### config.mk
export PLATFORM = sky130hd
export DESIGN_NAME = ahb_apb_bridge
export DESIGN_NICKNAME = d
export VERILOG_FILES = /design/src/rtl/ahb_apb_bridge.sv
export SDC_FILE = /design/constraint.sdc
export NUM_CORES = 1
export LEC_CHECK = 0
export ABC_AREA = 1
export CAP_MARGIN = 20
export CORE_ASPECT_RATIO = 0.75
export CORE_MARGIN = 3
export CORE_UTILIZATION = 25
export DETAILED_ROUTE_END_ITERATION = 10
export GPL_TIMING_DRIVEN = 0
export PLACE_DENSITY = 0.48
export SYNTH_ARGS = -nofsm -noshare
export SYNTH_HDL_FRONTEND = slang
export SYNTH_SLANG_ARGS = --single-unit
### constraint.sdc
create_clock -name HCLK -period 1.86 [get_ports HCLK]
set_clock_uncertainty 0.2 [all_clocks]
set_input_delay 0.186 -clock HCLK [delete_from_list [all_inputs] [get_ports HCLK]]
set_output_delay 0.186 -clock HCLK [all_outputs]
set_load 0.05 [all_outputs]
### src/rtl/ahb_apb_bridge.sv
// AHB-Lite to APB3 bridge.
// Takes single AHB transfers and runs each one as an APB SETUP/ACCESS
// sequence on one of PSEL_NUM peripherals. APB or transfer errors are
// returned as the AHB two-cycle ERROR response.
module ahb_apb_bridge #(
  parameter int DATA_WIDTH = 32,
  parameter int ADDR_WIDTH = 32,
  parameter int PSEL_NUM   = 4,
  parameter int SEL_LSB    = 12
) (
  input  logic                  HCLK,
  input  logic                  HRST,
  input  logic                  HSEL,
  input  logic [ADDR_WIDTH-1:0] HADDR,
  input  logic                  HWRITE,
  input  logic [2:0]            HSIZE,
  input  logic [1:0]            HTRANS,
  input  logic                  HREADY,
  input  logic [DATA_WIDTH-1:0] HWDATA,
  output logic                  HREADYOUT,
  output logic                  HRESP,
  output logic [DATA_WIDTH-1:0] HRDATA,
  output logic [ADDR_WIDTH-1:0] PADDR,
  output logic                  PWRITE,
  output logic [PSEL_NUM-1:0]   PSEL,
  output logic                  PENABLE,
  output logic [DATA_WIDTH-1:0] PWDATA,
  input  logic [DATA_WIDTH-1:0] PRDATA,
  input  logic                  PREADY,
  input  logic                  PSLVERR
);

  localparam int IDX_W = (PSEL_NUM > 1) ? $clog2(PSEL_NUM) : 1;
  localparam int BUS_BYTES = DATA_WIDTH / 8;

  typedef enum logic [2:0] {
    S_IDLE,
    S_WDATA,
    S_SETUP,
    S_ACCESS,
    S_ERR1,
    S_ERR2
  } state_t;

  state_t state;
  state_t state_nxt;

  logic [ADDR_WIDTH-1:0] addr_q;
  logic                  write_q;
  logic [IDX_W-1:0]      index_q;

  logic [IDX_W-1:0]      hindex;
  logic                  accept;
  logic                  illegal;
  logic                  accept_state;
  logic                  take;
  logic [ADDR_WIDTH-1:0] req_addr;
  logic                  req_write;
  logic [IDX_W-1:0]      req_index;
  logic                  trans_unused;

  // HTRANS[0] only separates SEQ from NONSEQ and BUSY from IDLE, which the bridge treats alike
  assign trans_unused = HTRANS[0];

  assign hindex       = HADDR[SEL_LSB +: IDX_W];
  assign accept       = HSEL & HREADY & HTRANS[1];
  assign illegal      = ((32'd1 << HSIZE) > 32'(BUS_BYTES)) || (32'(hindex) >= 32'(PSEL_NUM));
  assign accept_state = (state == S_IDLE) || (state == S_ERR2);
  assign take         = accept_state & accept;

  // A read goes straight from the address phase to SETUP, so it uses the live bus values
  always_comb begin
    req_addr  = addr_q;
    req_write = write_q;
    req_index = index_q;
    if (accept_state) begin
      req_addr  = HADDR;
      req_write = HWRITE;
      req_index = hindex;
    end
  end

  // Next-state logic; IDLE and ERR2 both evaluate a new address phase
  always_comb begin
    state_nxt = state;
    case (state)
      S_IDLE, S_ERR2: begin
        if (accept) begin
          if (illegal)     state_nxt = S_ERR1;
          else if (HWRITE) state_nxt = S_WDATA;
          else             state_nxt = S_SETUP;
        end else begin
          state_nxt = S_IDLE;
        end
      end
      S_WDATA:  state_nxt = S_SETUP;
      S_SETUP:  state_nxt = S_ACCESS;
      S_ACCESS: begin
        if (PREADY) state_nxt = PSLVERR ? S_ERR1 : S_IDLE;
      end
      S_ERR1:   state_nxt = S_ERR2;
      default:  state_nxt = S_IDLE;
    endcase
  end

  // State register
  always_ff @(posedge HCLK) begin
    if (HRST) state <= S_IDLE;
    else      state <= state_nxt;
  end

  // Remember the accepted request for the later phases of a write
  always_ff @(posedge HCLK) begin
    if (HRST) begin
      addr_q  <= '0;
      write_q <= 1'b0;
      index_q <= '0;
    end else if (take) begin
      addr_q  <= HADDR;
      write_q <= HWRITE;
      index_q <= hindex;
    end
  end

  // AHB response outputs are registered from the state being entered
  always_ff @(posedge HCLK) begin
    if (HRST) begin
      HREADYOUT <= 1'b1;
      HRESP     <= 1'b0;
      HRDATA    <= '0;
    end else begin
      HREADYOUT <= (state_nxt == S_IDLE) || (state_nxt == S_ERR2);
      HRESP     <= (state_nxt == S_ERR1) || (state_nxt == S_ERR2);
      if ((state == S_ACCESS) && PREADY && !PSLVERR && !write_q)
        HRDATA <= PRDATA;
    end
  end

  // APB outputs; address and direction only change when a new SETUP begins
  always_ff @(posedge HCLK) begin
    if (HRST) begin
      PADDR   <= '0;
      PWRITE  <= 1'b0;
      PSEL    <= '0;
      PENABLE <= 1'b0;
      PWDATA  <= '0;
    end else begin
      PENABLE <= (state_nxt == S_ACCESS);
      if (state_nxt == S_SETUP) begin
        PADDR  <= req_addr;
        PWRITE <= req_write;
        PSEL   <= PSEL_NUM'(1) << req_index;
      end else if (state_nxt != S_ACCESS) begin
        PSEL   <= '0;
      end
      if (state == S_WDATA)
        PWDATA <= HWDATA;
    end
  end

endmodule

### Yosys cells after proc, flatten, opt, wreduce, memory -nomap -nowiden

Cells that the tools add are included.

| storage, ports and cells | value |
|---|---|
| register bits | 142 |
| logic and storage cells | 51 |

| cells by class | value |
|---|---|
| bitwise logic cells | 3 |
| shift operators | 2 |
| multiplexer cells | 11 |
| magnitude comparators | 1 |
| equality and inequality tests | 10 |
| reduce and logical (&&, ||, !) cells | 12 |

Operators with widths:

| kind | count |
|---|---|
| $gt A32 B3 Y1 const B | 1 |
| $mux W32 | 1 |
| $shl A1 B3 Y32 const A | 1 |
| $pmux W3 S5 | 1 |
| $eq A3 B2 Y1 const B | 4 |
| $eq A3 B3 Y1 const B | 4 |
| $mux W3 | 4 |
| $mux W4 | 2 |
| $logic_not A3 Y1 | 2 |
| $mux W2 | 2 |
| $shl A1 B2 Y4 const A | 1 |
| $and A1 B1 Y1 | 3 |
| $eq A3 B1 Y1 const B | 1 |
| $logic_and A1 B1 Y1 | 3 |
| $logic_or A1 B1 Y1 | 3 |
| $ne A3 B2 Y1 const B | 1 |
| $logic_not A1 Y1 | 2 |
| $reduce_bool A2 Y1 | 1 |
| $reduce_or A2 Y1 | 1 |
| $mux W1 | 1 |

### Logic depth before layout (Yosys ltp)

| logic depth | value |
|---|---|
| word-level depth | 8 |
| depth in mapped cells | 10 |

### Worst setup path after synthesis

Ideal clock, no wire load.

| timing | value |
|---|---|
| kind | register -> register |
| start | register state[0] |
| end | register PADDR[10] |
| period minus slack after synthesis | 1601 ps |
| arrival | 1286 ps |
| path slack | 259 ps |
| cell stages (with the launch flop) | 11 |
| path buffers | 2 |
| data required time | 1545 ps |
| cells stage by stage | dfxtp_1 nor2_1 nand2_1 nand2_2 nand2_1 nand2_2 inv_2 buf_6 buf_6 a21oi_2 nor2_1 |

| between the ends | value |
|---|---|
| longest elaborated chain between the ends | 4 |

Ends and longest elaborated chain:

| what | RTL line | RTL |
|---|---|---|
| start, declared | 45 | `state_t state;` |
| start signal, assigned | 109 | `else state <= state_nxt;` |
| $eq A3 B3 Y1 / $logic_not A3 Y1 (equally long branches) | 68, 86 |  |
| $reduce_or A2 Y1 | 86 | `case (state)` |
| $pmux W3 S5 | 86 |  |
| $eq A3 B2 Y1 | 149 | `if (state_nxt == S_SETUP) begin` |
| end signal, assigned | 150 | `PADDR <= req_addr;` |
| end, declared | 23 | `output logic [ADDR_WIDTH-1:0] PADDR,` |

Several ways; a longest one is shown, not always the timed one.
A chain may end at the register's enable or synchronous reset.

### Final worst setup path

| timing | value |
|---|---|
| start | register state[2] |
| end | register PSEL[1] |

| between the ends | value |
|---|---|
| longest elaborated chain between the ends | 5 |

Ends and longest elaborated chain:

| what | RTL line | RTL |
|---|---|---|
| $eq A3 B3 Y1 / $logic_not A3 Y1 (equally long branches) | 68, 86 |  |
| $reduce_or A2 Y1 / $logic_or A1 B1 Y1 (equally long branches) | 86, 68 |  |
| $pmux W3 S5 / $mux W2 (equally long branches) | 86, 76 |  |
| $eq A3 B2 Y1, or another cell as far along | 149 |  |
| $mux W4 / $reduce_bool A2 Y1 (equally long branches) | - |  |
| end signal, assigned | 152 | `PSEL <= PSEL_NUM'(1) << req_index;` |
| end, declared | 25 | `output logic [PSEL_NUM-1:0] PSEL,` |

Several ways; a longest one is shown, not always the timed one.

==> impl_metrics.py <==
metrics = {
    "clock_network": {
        "tritoncts_sink_count": 140,
        "cts_tree": "built",
        "cts_root_buffer": "clkbuf_16",
        "clk_path_buf_depth": 2,
        "clock_tree.htree_level_count": 4,
        "clk_transition_reported_paths_ns": 0.06,
        "cts_made_buffers": 17,
        "clk-insertion-delay-late_ns": 0.42,
    },
    "route": {
        "drt-initial-drc-count": 318,
        "vias_per_cell": 4.326,
        "drt_wl_total_um": 19580,
        "ant_nets": 0,
        "routed_length_per_instance_um": 14.42,
        "firstDrtPassIters": 5,
        "num_vias": 5875,
        "drc_errors": 0,
    },
    "floorplan": {
        "start_util_pct": 25.85,
        "top_level_ports": 212,
        "die_area_sq_mm": 0.02512,
        "chip_width_um": 182,
        "std_cell_rows": 47,
        "die_h_um": 138,
        "core_area_sq_mm": 0.02246,
    },
    "synthesis": {
        "ys_top_cells_by_area": "dfxtp_1 48%, nor2_1 11%, nand2_1 10%",
        "synthesis.yosys.warnings": 0,
        "yosysTopAreaCell": "dfxtp_1",
        "share_of_synthesized_flip_flops_with_an_asynchronous_set_or_reset_pct": 0,
        "synth.cell_area_sq_mm": 0.005808,
        "netlist-cell-type-count": 18,
        "synth_enable_flop_cells": 0,
        "syn_inst": 817,
        "yosys.cell_count.top_type": "nor2_1",
        "synth_top_area_share_pct": 48.26,
        "yosys-top-cells-count": "171 x nor2_1, 154 x nand2_1, 140 x dfxtp_1",
        "yosys_register_bits": 140,
        "synth-main-ff-cell": "dfxtp_1",
        "synthesis.nets": 925,
        "synth_sequential_area_ratio_pct": 48.26,
        "average_instance_area_after_synthesis_sq_um": 7.109,
    },
    "final_layout": {
        "layout.nets": 1159,
        "area_growth_syn_to_layout_pct": 52.82,
        "stdcell_count": 1358,
        "filler_cell_count": 2434,
        "post_route_cells_drive_above_1_share_pct": 10.71,
        "antennaDiodeCount": 0,
    },
    "pwr": {
        "p_per_area_mw_per_mm2": 1055,
        "switching_power_mw": 3.212,
        "p_total_mw": 9.365,
        "cellLeakagePower_nw": 4.073,
        "cell_internal_pwr_mw": 6.153,
        "power.combinational.fraction_pct": 27.1,
        "clockPowerShare_pct": 36.7,
        "share_seq_of_total_power_pct": 36.3,
        "ir_drop_mv": 0.6204,
        "proportion_of_total_power_due_to_net_switching_pct": 34.30,
    },
    "grt": {
        "grt_pass1_vias": 5373,
        "global_route.overflow_total": 0,
        "grt_pass1_wl_um": 30230,
        "maximum_number_of_pins_on_one_net_before_global_route_repair": 17,
        "initial_antenna_violation_count": 3,
        "grt_usage_pct": 15.16,
    },
    "setup_path": {
        "critPathKind": "flip-flop to flip-flop",
        "crit_path_top_delay_cell": "dfxtp_4",
        "cp_slowest_stage_delay_ns": 0.39,
        "crit_path_end_kind": "flip-flop",
        "cp_data_required_time_ns": 2.02,
        "crit_path_cell_trace": "inv_2 -> nand2_2 -> nand2_2 -> buf_4 -> nand2_1 -> nand2_1 -> nor2_1 -> nand4_1 -> nand2_1",
        "critical_path.most_common_cell": "nand2_1",
        "critical_path_peak_fanout": 10,
        "cp_data_arrival_time_ns": 1.91,
        "crit_path_start_kind": "flip-flop",
    },
    "timing": {
        "worstMarginPinSlew_ns": 0.5819,
        "tcrit_tclk_final_pct": 94.21,
        "final_max_slew_viol_count": 0,
        "setup_viol_count_final": 0,
        "fmaxAchievable_mhz": 570.7,
        "hold_viol": 0,
        "finalCriticalPeriod_ns": 1.752,
        "rsz0062_at_grt": "true",
        "relSlewSlack_pct": 61.36,
    },
    "run_status": {
        "outcome": "completed",
    },
    "job": {
        "max-cap-violations": 0,
    },
    "hold_path": {
        "hold_class": "input port to flip-flop",
    },
    "place": {
        "buffer_ports.inserted": 209,
        "numPlacedInstances": 1320,
        "finalWeightedCongestion": 0.7563,
        "detailed_place_hpwl_um": 14460,
    },
}
==> cells in the final DEF (no fill, tap or decap), types with 2 or more instances in the layout <==
master	n
dlygate4sd2_1	104
clkdlybuf4s50_1	105
a21oi_1	40
nor2_4	2
buf_8	4
bufinv_16	2
nand3_2	2
clkbuf_16	17
nand3_1	45
clkinvlp_4	5
clkbuf_2	7
a21oi_2	29
o21ai_0	95
buf_6	3
clkbuf_1	22
nand2_1	151
buf_2	12
inv_2	3
dfxtp_1	137
inv_1	76
dlygate4sd3_1	3
dfxtp_2	2
clkbuf_4	6
nor2_1	169
inv_6	3
nand2_4	2
nand2_2	5
buf_4	4
==> power groups by stage <==
| stage | sequential (mW) | combinational [mW] | clock [mW] |
|---|---|---|---|
| after detailed placement | 3.46 | 2.60 | 0 |
| after floorplan | 4.13 | 1.00 | 0 |
| after global routing | 3.43 | 2.76 | 3.65 |
| final | 3.40 | 2.54 | 3.43 |
| after CTS | 3.40 | 2.49 | 3.53 |
| after global placement | 3.46 | 2.60 | 0 |
==> cell families (layout without fill, tap and decap cells) <==
| family | after synthesis | count (layout) | synth area share [%] |
|---|---|---|---|
| AO/OA/AOI/OAI | 166 | 166 | 16.22 |
| buffers and inverters | 133 | 379 | 9.845 |
| flip-flops | 140 | 140 | 48.26 |
| AND/OR/NAND/NOR | 378 | 379 | 25.68 |
==> final cells by class <==
cell class / instances / area (sq um) / area share, %
clock buffers: 20 / 446.7 / 5.032
plain buffers: 54 / 324.1 / 3.651
repair buffers: 214 / 2007 / 22.61
flip-flops and latches: 140 / 2809 / 31.65
inverters: 79 / 296.5 / 3.341
well taps: 294 / 367.9 / 4.144
clock inverters: 12 / 137.6 / 1.551
multi-input cells: 545 / 2487 / 28.02
==> metal layers <==
layer	GRT usage [%]	share of wire, %	vias up
li1	-	-	3033
met1	22.26	51	2653
met2	21.11	40	171
met3	5.462	7.5	12
met4	3.486	0.48	6
met5	0	0.24	-
==> stage by stage <==
stage          hold slack, ns  setup TNS, ns  instance area, sq um  util [%]  setup WS (ns)
3_5_place_dp           0.2378         -31.52                  8268     36.81        -0.5001
5_1_grt               0.09651       -0.03216                  8876     39.51       -0.01384
3_3_place_gp           0.2314         -31.56                  8268     36.81        -0.4433
2_1_floorplan          0.1293              0                  5808         -         0.2586
6_report              0.05820              0                  8876     39.51         0.1076
4_1_cts               0.04256              0                  8772     39.05       0.005716
==> final timing paths <==
path / cells past startpoint / from / slack (ns) / to
max: 9 / state[2]$_SDFF_PP0_ / 0.11 / PSEL[1]$_SDFFE_PP0P_
min: 4 / HRST / 0.06 / PSEL[0]$_SDFFE_PP0P_
max reg2reg: 9 / state[2]$_SDFF_PP0_ / 0.11 / PSEL[1]$_SDFFE_PP0P_
min reg2reg: 2 / PWDATA[15]$_SDFFE_PP0P_ / 0.24 / PWDATA[15]$_SDFFE_PP0P_
==> registers in the layout, summed over array words and instances, names as in the netlist, 3 cells and up <==
signal and flops:
HRDATA 32, PADDR 32, PSEL 4, PWDATA 32, addr_q 32, state 3
==> critical path: cells and delay by family (launching register included) <==
kind	cells	cell delay (ns)
buffers and inverters	2	0.27
flip-flops	1	0.39
AND/OR/NAND/NOR	7	0.83
==> timing repair <==
item	4_1_cts	5_1_grt
endpoints found under the hold margin	4	0
pin swaps	0	1
hold buffers	3	0
resized for setup	113	36
endpoints found under the setup margin	156	82
cloned	0	1
setup buffers	0	2
Note: power is estimated with default switching activity, not from simulation.
